--- config.mk ---
export PLATFORM = sky130hd
export DESIGN_NAME = tap_step_ranger
export DESIGN_NICKNAME = d
export VERILOG_FILES = /design/src/rtl/tap_step_pkg.sv /design/src/rtl/tap_edge_sync.sv /design/src/rtl/tap_step_ranger.sv
export SDC_FILE = /design/constraint.sdc
export NUM_CORES = 1
export LEC_CHECK = 0
export CAP_MARGIN = 25
export CORE_UTILIZATION = 30
export CTS_CLUSTER_SIZE = 40
export DETAILED_ROUTE_END_ITERATION = 10
export GPL_TIMING_DRIVEN = 0
export PLACE_DENSITY = 0.62
export SLEW_MARGIN = 20
export SYNTH_ARGS = -nofsm -noshare
export SYNTH_HDL_FRONTEND = slang
export SYNTH_SLANG_ARGS = --single-unit
--- constraint.sdc ---
create_clock -name clk -period 4.85 [get_ports clk]
set_input_delay 0.7275 -clock clk [delete_from_list [all_inputs] [get_ports clk]]
set_output_delay 0.7275 -clock clk [all_outputs]
set_load 0.03 [all_outputs]
--- src/rtl/tap_step_pkg.sv ---
// rtl/tap_step_pkg.sv - shared opcodes and controller state type for the tap-step ranger
package tap_step_pkg;

    localparam logic [3:0] OPC_TAP_MAX  = 4'd6;
    localparam logic [3:0] OPC_TAP_SET  = 4'd7;
    localparam logic [3:0] OPC_TAP_AUTO = 4'd8;

    typedef enum logic {
        MONITOR = 1'b0,
        SETTLE  = 1'b1
    } tapState_e;

endpackage

--- src/rtl/tap_edge_sync.sv ---
// rtl/tap_edge_sync.sv - two-stage input register with rising-edge detect
//   clk       in   system clock
//   rest      in   asynchronous active-low reset
//   din       in   raw input level
//   level     out  second-stage registered level
//   riseNow   out  combinational rising edge between the two stages
//   risePulse out  riseNow delayed by one register (one cycle per rising edge)
module tap_edge_sync (
    input  logic clk,
    input  logic rest,
    input  logic din,
    output logic level,
    output logic riseNow,
    output logic risePulse
);

    logic syncQ1;
    logic syncQ2;

    always_ff @(posedge clk or negedge rest) begin
        if (!rest) begin
            syncQ1    <= 1'b0;
            syncQ2    <= 1'b0;
            risePulse <= 1'b0;
        end else begin
            syncQ1    <= din;
            syncQ2    <= syncQ1;
            risePulse <= syncQ1 & ~syncQ2;
        end
    end

    assign level   = syncQ2;
    assign riseNow = syncQ1 & ~syncQ2;

endmodule

--- src/rtl/tap_step_ranger.sv ---
// rtl/tap_step_ranger.sv - clamped multi-level tap-step controller with settle window
//   Optional feature macro: TAP_AUTO_RANGE_EN (opcode 8, autoMode, under-range up-stepping)
//   clk             in   system clock
//   rest            in   asynchronous active-low reset
//   inputCmd        in   command word, [31:28] opcode, [STEP_W-1:0] argument
//   inputCmdTrigger in   command strobe, rising edge executes inputCmd
//   overDec         in   over-range flag
//   underDec        in   under-range flag (auto-range builds only)
//   tapStep         out  current tap-step code
//   stepChanged     out  one-cycle pulse on every tapStep change
//   stepBusy        out  high during the post-change settle window
module tap_step_ranger #(
    parameter int STEP_W     = 4,
    parameter int STEP_MIN   = 5,
    parameter int STEP_MAX   = 10,
    parameter int SETTLE_CYC = 1024,
    parameter int UNDER_HOLD = 4096
) (
    input  logic              clk,
    input  logic              rest,
    input  logic [31:0]       inputCmd,
    input  logic              inputCmdTrigger,
    input  logic              overDec,
    input  logic              underDec,
    output logic [STEP_W-1:0] tapStep,
    output logic              stepChanged,
    output logic              stepBusy
);

    import tap_step_pkg::*;

    localparam int EXT_W   = STEP_W + 1;
    localparam int CNT_MAX = (SETTLE_CYC > UNDER_HOLD) ? SETTLE_CYC : UNDER_HOLD;
    localparam int CNT_W   = $clog2(CNT_MAX) + 1;

    localparam logic [STEP_W-1:0] CODE_MIN    = STEP_W'(STEP_MIN);
    localparam logic [STEP_W-1:0] CODE_MAX    = STEP_W'(STEP_MAX);
    localparam logic [EXT_W-1:0]  EXT_MIN     = EXT_W'(STEP_MIN);
    localparam logic [EXT_W-1:0]  EXT_MAX     = EXT_W'(STEP_MAX);
    localparam logic [CNT_W-1:0]  SETTLE_LAST = CNT_W'(SETTLE_CYC - 1);

    // Widened arithmetic result forced back into the legal code range.
    function automatic logic [STEP_W-1:0] clampCode(input logic [EXT_W-1:0] v);
        if (v < EXT_MIN) begin
            return CODE_MIN;
        end else if (v > EXT_MAX) begin
            return CODE_MAX;
        end else begin
            return v[STEP_W-1:0];
        end
    endfunction

    logic trigLevel, trigRiseNow, cmdPulse;
    logic overLevel, overRiseNow, overPulse;
    logic underLevel, underRiseNow, underPulse;

    tap_edge_sync trigSync (
        .clk       (clk),
        .rest      (rest),
        .din       (inputCmdTrigger),
        .level     (trigLevel),
        .riseNow   (trigRiseNow),
        .risePulse (cmdPulse)
    );

    tap_edge_sync overSync (
        .clk       (clk),
        .rest      (rest),
        .din       (overDec),
        .level     (overLevel),
        .riseNow   (overRiseNow),
        .risePulse (overPulse)
    );

    tap_edge_sync underSync (
        .clk       (clk),
        .rest      (rest),
        .din       (underDec),
        .level     (underLevel),
        .riseNow   (underRiseNow),
        .risePulse (underPulse)
    );

    // Command word rides alongside the first trigger stage; it is frozen on
    // the detected edge so it lines up with the delayed cmdPulse.
    logic [3:0]        cmdOpcQ, cmdOpcHeld;
    logic [STEP_W-1:0] cmdArgQ, cmdArgHeld;

    always_ff @(posedge clk or negedge rest) begin
        if (!rest) begin
            cmdOpcQ    <= '0;
            cmdArgQ    <= '0;
            cmdOpcHeld <= '0;
            cmdArgHeld <= '0;
        end else begin
            cmdOpcQ <= inputCmd[31:28];
            cmdArgQ <= inputCmd[STEP_W-1:0];
            if (trigRiseNow) begin
                cmdOpcHeld <= cmdOpcQ;
                cmdArgHeld <= cmdArgQ;
            end
        end
    end

    tapState_e         state, stateNxt;
    logic [STEP_W-1:0] tapNxt;
    logic              changedNxt;
    logic [CNT_W-1:0]  settleCnt, settleNxt;
    logic              reqValid;
    logic [STEP_W-1:0] reqCode;

`ifdef TAP_AUTO_RANGE_EN
    localparam logic [CNT_W-1:0] HOLD_LAST = CNT_W'(UNDER_HOLD - 1);

    logic             autoMode, autoNxt;
    logic [CNT_W-1:0] holdCnt, holdNxt;
    logic [EXT_W-1:0] tapExt;

    assign tapExt = {1'b0, tapStep};
`endif

    always_ff @(posedge clk or negedge rest) begin
        if (!rest) begin
            state       <= MONITOR;
            tapStep     <= CODE_MIN;
            stepChanged <= 1'b0;
            settleCnt   <= '0;
`ifdef TAP_AUTO_RANGE_EN
            autoMode    <= 1'b0;
            holdCnt     <= '0;
`endif
        end else begin
            state       <= stateNxt;
            tapStep     <= tapNxt;
            stepChanged <= changedNxt;
            settleCnt   <= settleNxt;
`ifdef TAP_AUTO_RANGE_EN
            autoMode    <= autoNxt;
            holdCnt     <= holdNxt;
`endif
        end
    end

    always_comb begin
        stateNxt   = state;
        tapNxt     = tapStep;
        changedNxt = 1'b0;
        settleNxt  = settleCnt;
        reqValid   = 1'b0;
        reqCode    = tapStep;
`ifdef TAP_AUTO_RANGE_EN
        autoNxt    = autoMode;
        holdNxt    = holdCnt;
`endif

        // Request arbitration: command beats over-range beats under-range.
        if (cmdPulse) begin
            case (cmdOpcHeld)
                OPC_TAP_MAX: begin
                    reqValid = 1'b1;
                    reqCode  = CODE_MAX;
                end
                OPC_TAP_SET: begin
                    reqValid = 1'b1;
                    reqCode  = clampCode({1'b0, cmdArgHeld});
                end
                OPC_TAP_AUTO: begin
`ifdef TAP_AUTO_RANGE_EN
                    autoNxt = cmdArgHeld[0];
`endif
                end
                default: begin
                end
            endcase
        end else if (state == MONITOR && overPulse) begin
            reqValid = 1'b1;
`ifdef TAP_AUTO_RANGE_EN
            if (autoMode) begin
                reqCode = clampCode((tapExt == '0) ? '0 : tapExt - 1'b1);
            end else begin
                reqCode = CODE_MIN;
            end
`else
            reqCode = CODE_MIN;
`endif
        end
`ifdef TAP_AUTO_RANGE_EN
        else if (state == MONITOR && autoMode && underLevel && holdCnt == HOLD_LAST) begin
            reqValid = 1'b1;
            reqCode  = clampCode(tapExt + 1'b1);
        end

        // Hold count restarts on every low sample, on reaching the limit,
        // and whenever under-range events are not being accepted.
        if (state != MONITOR || !autoMode || !underLevel || holdCnt == HOLD_LAST) begin
            holdNxt = '0;
        end else begin
            holdNxt = holdCnt + 1'b1;
        end
`endif

        if (state == SETTLE) begin
            if (settleCnt == SETTLE_LAST) begin
                stateNxt  = MONITOR;
                settleNxt = '0;
            end else begin
                settleNxt = settleCnt + 1'b1;
            end
        end

        // Only a real change of code pulses stepChanged and (re)opens the window.
        if (reqValid && reqCode != tapStep) begin
            tapNxt     = reqCode;
            changedNxt = 1'b1;
            stateNxt   = SETTLE;
            settleNxt  = '0;
`ifdef TAP_AUTO_RANGE_EN
            holdNxt    = '0;
`endif
        end
    end

    assign stepBusy = (state == SETTLE);

    logic unusedSignals;
`ifdef TAP_AUTO_RANGE_EN
    assign unusedSignals = ^{inputCmd[27:STEP_W], trigLevel, overLevel, overRiseNow,
                             underRiseNow, underPulse};
`else
    assign unusedSignals = ^{inputCmd[27:STEP_W], trigLevel, overLevel, overRiseNow,
                             underLevel, underRiseNow, underPulse};
`endif

endmodule

==> run metrics <==
Clk Latency, worst-skew pair=around 0.28 ns; Worst Hold Class=input pin to async pin; Synth Warn #=0; Final setup viols=0; global-route wire length before repair=roughly 5300 µm; Max Cap Viol=0; Die Span X=79.7 µm; share of cells above drive strength 1=21.7%; Overall Power=about 1 mW; syn_nets=192; # DRC=0; critical path's slowest cell=clkdlybuf4s50_1; Seq cells post-synth=41; Least-Margin Pin Slew=a little under 0.5 ns; Routed WL=2900 µm; met1 usage=14.6%; Ports=43; Pwr Density=461 nW/µm²; Worst Path Arrival=1.54 ns; wire length per cell=approximately 12 µm; Hold-fix buffers, CTS=0; Buffers on Ports=17; clk root buf=clkbuf_8; Via Count=about 1200; CTS Buf Count=5; Setup WS post-layout=2.58 ns; height of the die=79.7 µm; vias in the first global route=between 1000 and 1500; RSZ-0062 raised after global routing=no; dpl hpwl=2180 µm; site row count=27; total core area=between 5000 and 6000 µm²; sequential power share=46.3%; Setup crit end kind=output port; die area=roughly 6300 µm²; Comb pwr share=26.4%; area share of the leading cell type in the synthesized netlist=53.9%; setup_tns=0 ns; Post-synth EDFFs=0; drt pass-1 iters=5; Post-CTS Setup Bufs=0; Synth area leaders=dfrtp_1, mux2_2, nor2_2, dfstp_2, a21oi_1; Sw Ratio=31.8%; net switching power figure=322 µW; Post-synth top cells=dfrtp_1, nand2_1, a21oi_1, nor2_1, nor2_2; Hold Violations, Final=0; Routed Antenna Nets=0; CP startpoint kind=flip-flop; Post-Syn Instances=roughly 150; min cycle time layout=between 2 and 2.5 ns; part of the cycle the worst path needs=46.8%; GR Util met2=roughly 17%; WP buf/inv=1; hold_ws=0.319 ns; post-CTS resize count=0; Worst VDD drop=0.000260 V; largest net degree at the start of global routing=30; cell with the most instances after synthesis=dfrtp_1; FMAX=441 MHz; CP Cell Sequence=clkdlybuf4s50_1; CP peak stage delay=between 0.6 and 0.7 ns; skew final=between 0.009 and 0.01 ns; antenna diode count=0; Int Power=a little under 700 µW; Post-synth ARST share=100%; Top FF cell, synth=dfrtp_1; pre-CTS setup slack=between 2 and 3 ns; worst-path maximum fanout=5; initial antenna violation count=0; Clk network pwr share=27.2%; Iteration-0 DRC Markers=23; GRT Max-Usage Layer=met2; Setup CP Type=flip-flop to output port; Synth Cell Area=1810 µm²; Synth Area per Inst=11.7 µm²; GR Util met3=2.06%; Synth cell types=45; LEAKAGE=~0.90 nW; total track usage=a little over a tenth; sequential-to-total area share from yosys stat=56.8%; H-tree depth=2; reg-to-reg endpoint=settleCnt[12]; R2R depth=6; CTS tree=built; r2r setup slk=3.02 ns; Nets=217; grt total ovfl=0; clock sinks=41; relative slew slack=66.6%; Clock Pin Slew Worst Setup and Hold Paths=0.08 ns; Vias per Instance=4.82; Max Slew Vio Count=0; outcome=finished, final reports clean; clk buf depth=2; critical path's top delay family=buffers and inverters; FF-to-FF Start=tapStep[2]; leading area contributor after synthesis=dfrtp_1; Area Overhead vs Synth=21.6%; initial cell density of the core=31.9%; RD Place Congestion=0.821; CP Data Required Time=4.12 ns
-- state kept, by name (all words and copies together), names as in the netlist, 4 cells and up --
signal and cells:
settleCnt 13, cmdArgHeld 4, tapStep 4, cmdArgQ 4
cmdOpcHeld 4, cmdOpcQ 4
-- worst max path at each step --
stage / from / to / slack [ns] / cells after the start
floorplan: tapStep[2] / settleCnt[12] / 3.09 / 6
global placement: rest / settleCnt[0] / 2.02 / 1
detailed placement: tapStep[0] / tapStep[0] / 2.87 / 1
CTS: tapStep[0] / tapStep[0] / 2.56 / 1
global route: tapStep[0] / tapStep[0] / 2.53 / 1
finish: tapStep[0] / tapStep[0] / 2.58 / 1
-- per-layer routing --
layer	up-vias	wire [µm]
met2	16	1310
met4	0	27
met3	2	73
met5	-	0
li1	597	-
met1	599	1490
-- cells in the final DEF, fill, tap and decap left out, drive strengths merged, types with 2 or more instances in the layout --
cell type and n:
nand3 3, nand4 5, a311oi 2, nand2b 2, o21ai 3, dfrtp 39, nor2b 4, mux2i 3
nor3 5, buf 3, clkdlybuf4s50 16, inv 4, o211ai 2, a211oi 2, nor2 18, clkbuf 11
nor4 2, o31ai 2, xnor2 2, nand2 12, mux2 8, dfstp 2, a21oi 10, xor2 5
-- power by group through the flow --
stage / registers, mW / logic, mW / clock network, mW
global placement: 0.476 / 0.266 / 0
detailed placement: 0.477 / 0.271 / 0
global route: 0.482 / 0.299 / 0.304
CTS: 0.471 / 0.271 / 0.286
floorplan: 0.495 / 0.161 / 0
finish: 0.470 / 0.268 / 0.276
-- kinds of logic (layout without fill, tap and decap cells) --
logic type	count (synthesis)	after routing	share of synthesized area, %
AND/OR/NAND/NOR	58	58	18.1
flip-flops	41	41	56.8
AO/OA/AOI/OAI	27	27	12.0
multiplexers	11	11	6.64
buffers and inverters	9	35	2.28
XOR/XNOR	7	7	3.39
adder cells (fa/ha/maj)	1	1	0.691
-- metrics by stage --
step,util (%),std cells,instance area [µm²]
after global routing,38.8,252,2200
after floorplan,-,154,1810
after global placement,36.5,243,2070
final,38.8,252,2200
after CTS,38.8,252,2200
after detailed placement,36.7,244,2080
-- final cells by class --
class	instances	area (µm²)
fill	568	3470
sequential	41	1030
multi-input combinational	104	739
timing repair buffer	18	185
tap	72	90.1
clock buffer	7	86.3
clock inverter	1	30.0
buffer	5	26.3
inverter	4	15.0
Power figures use the tool's default switching activity.
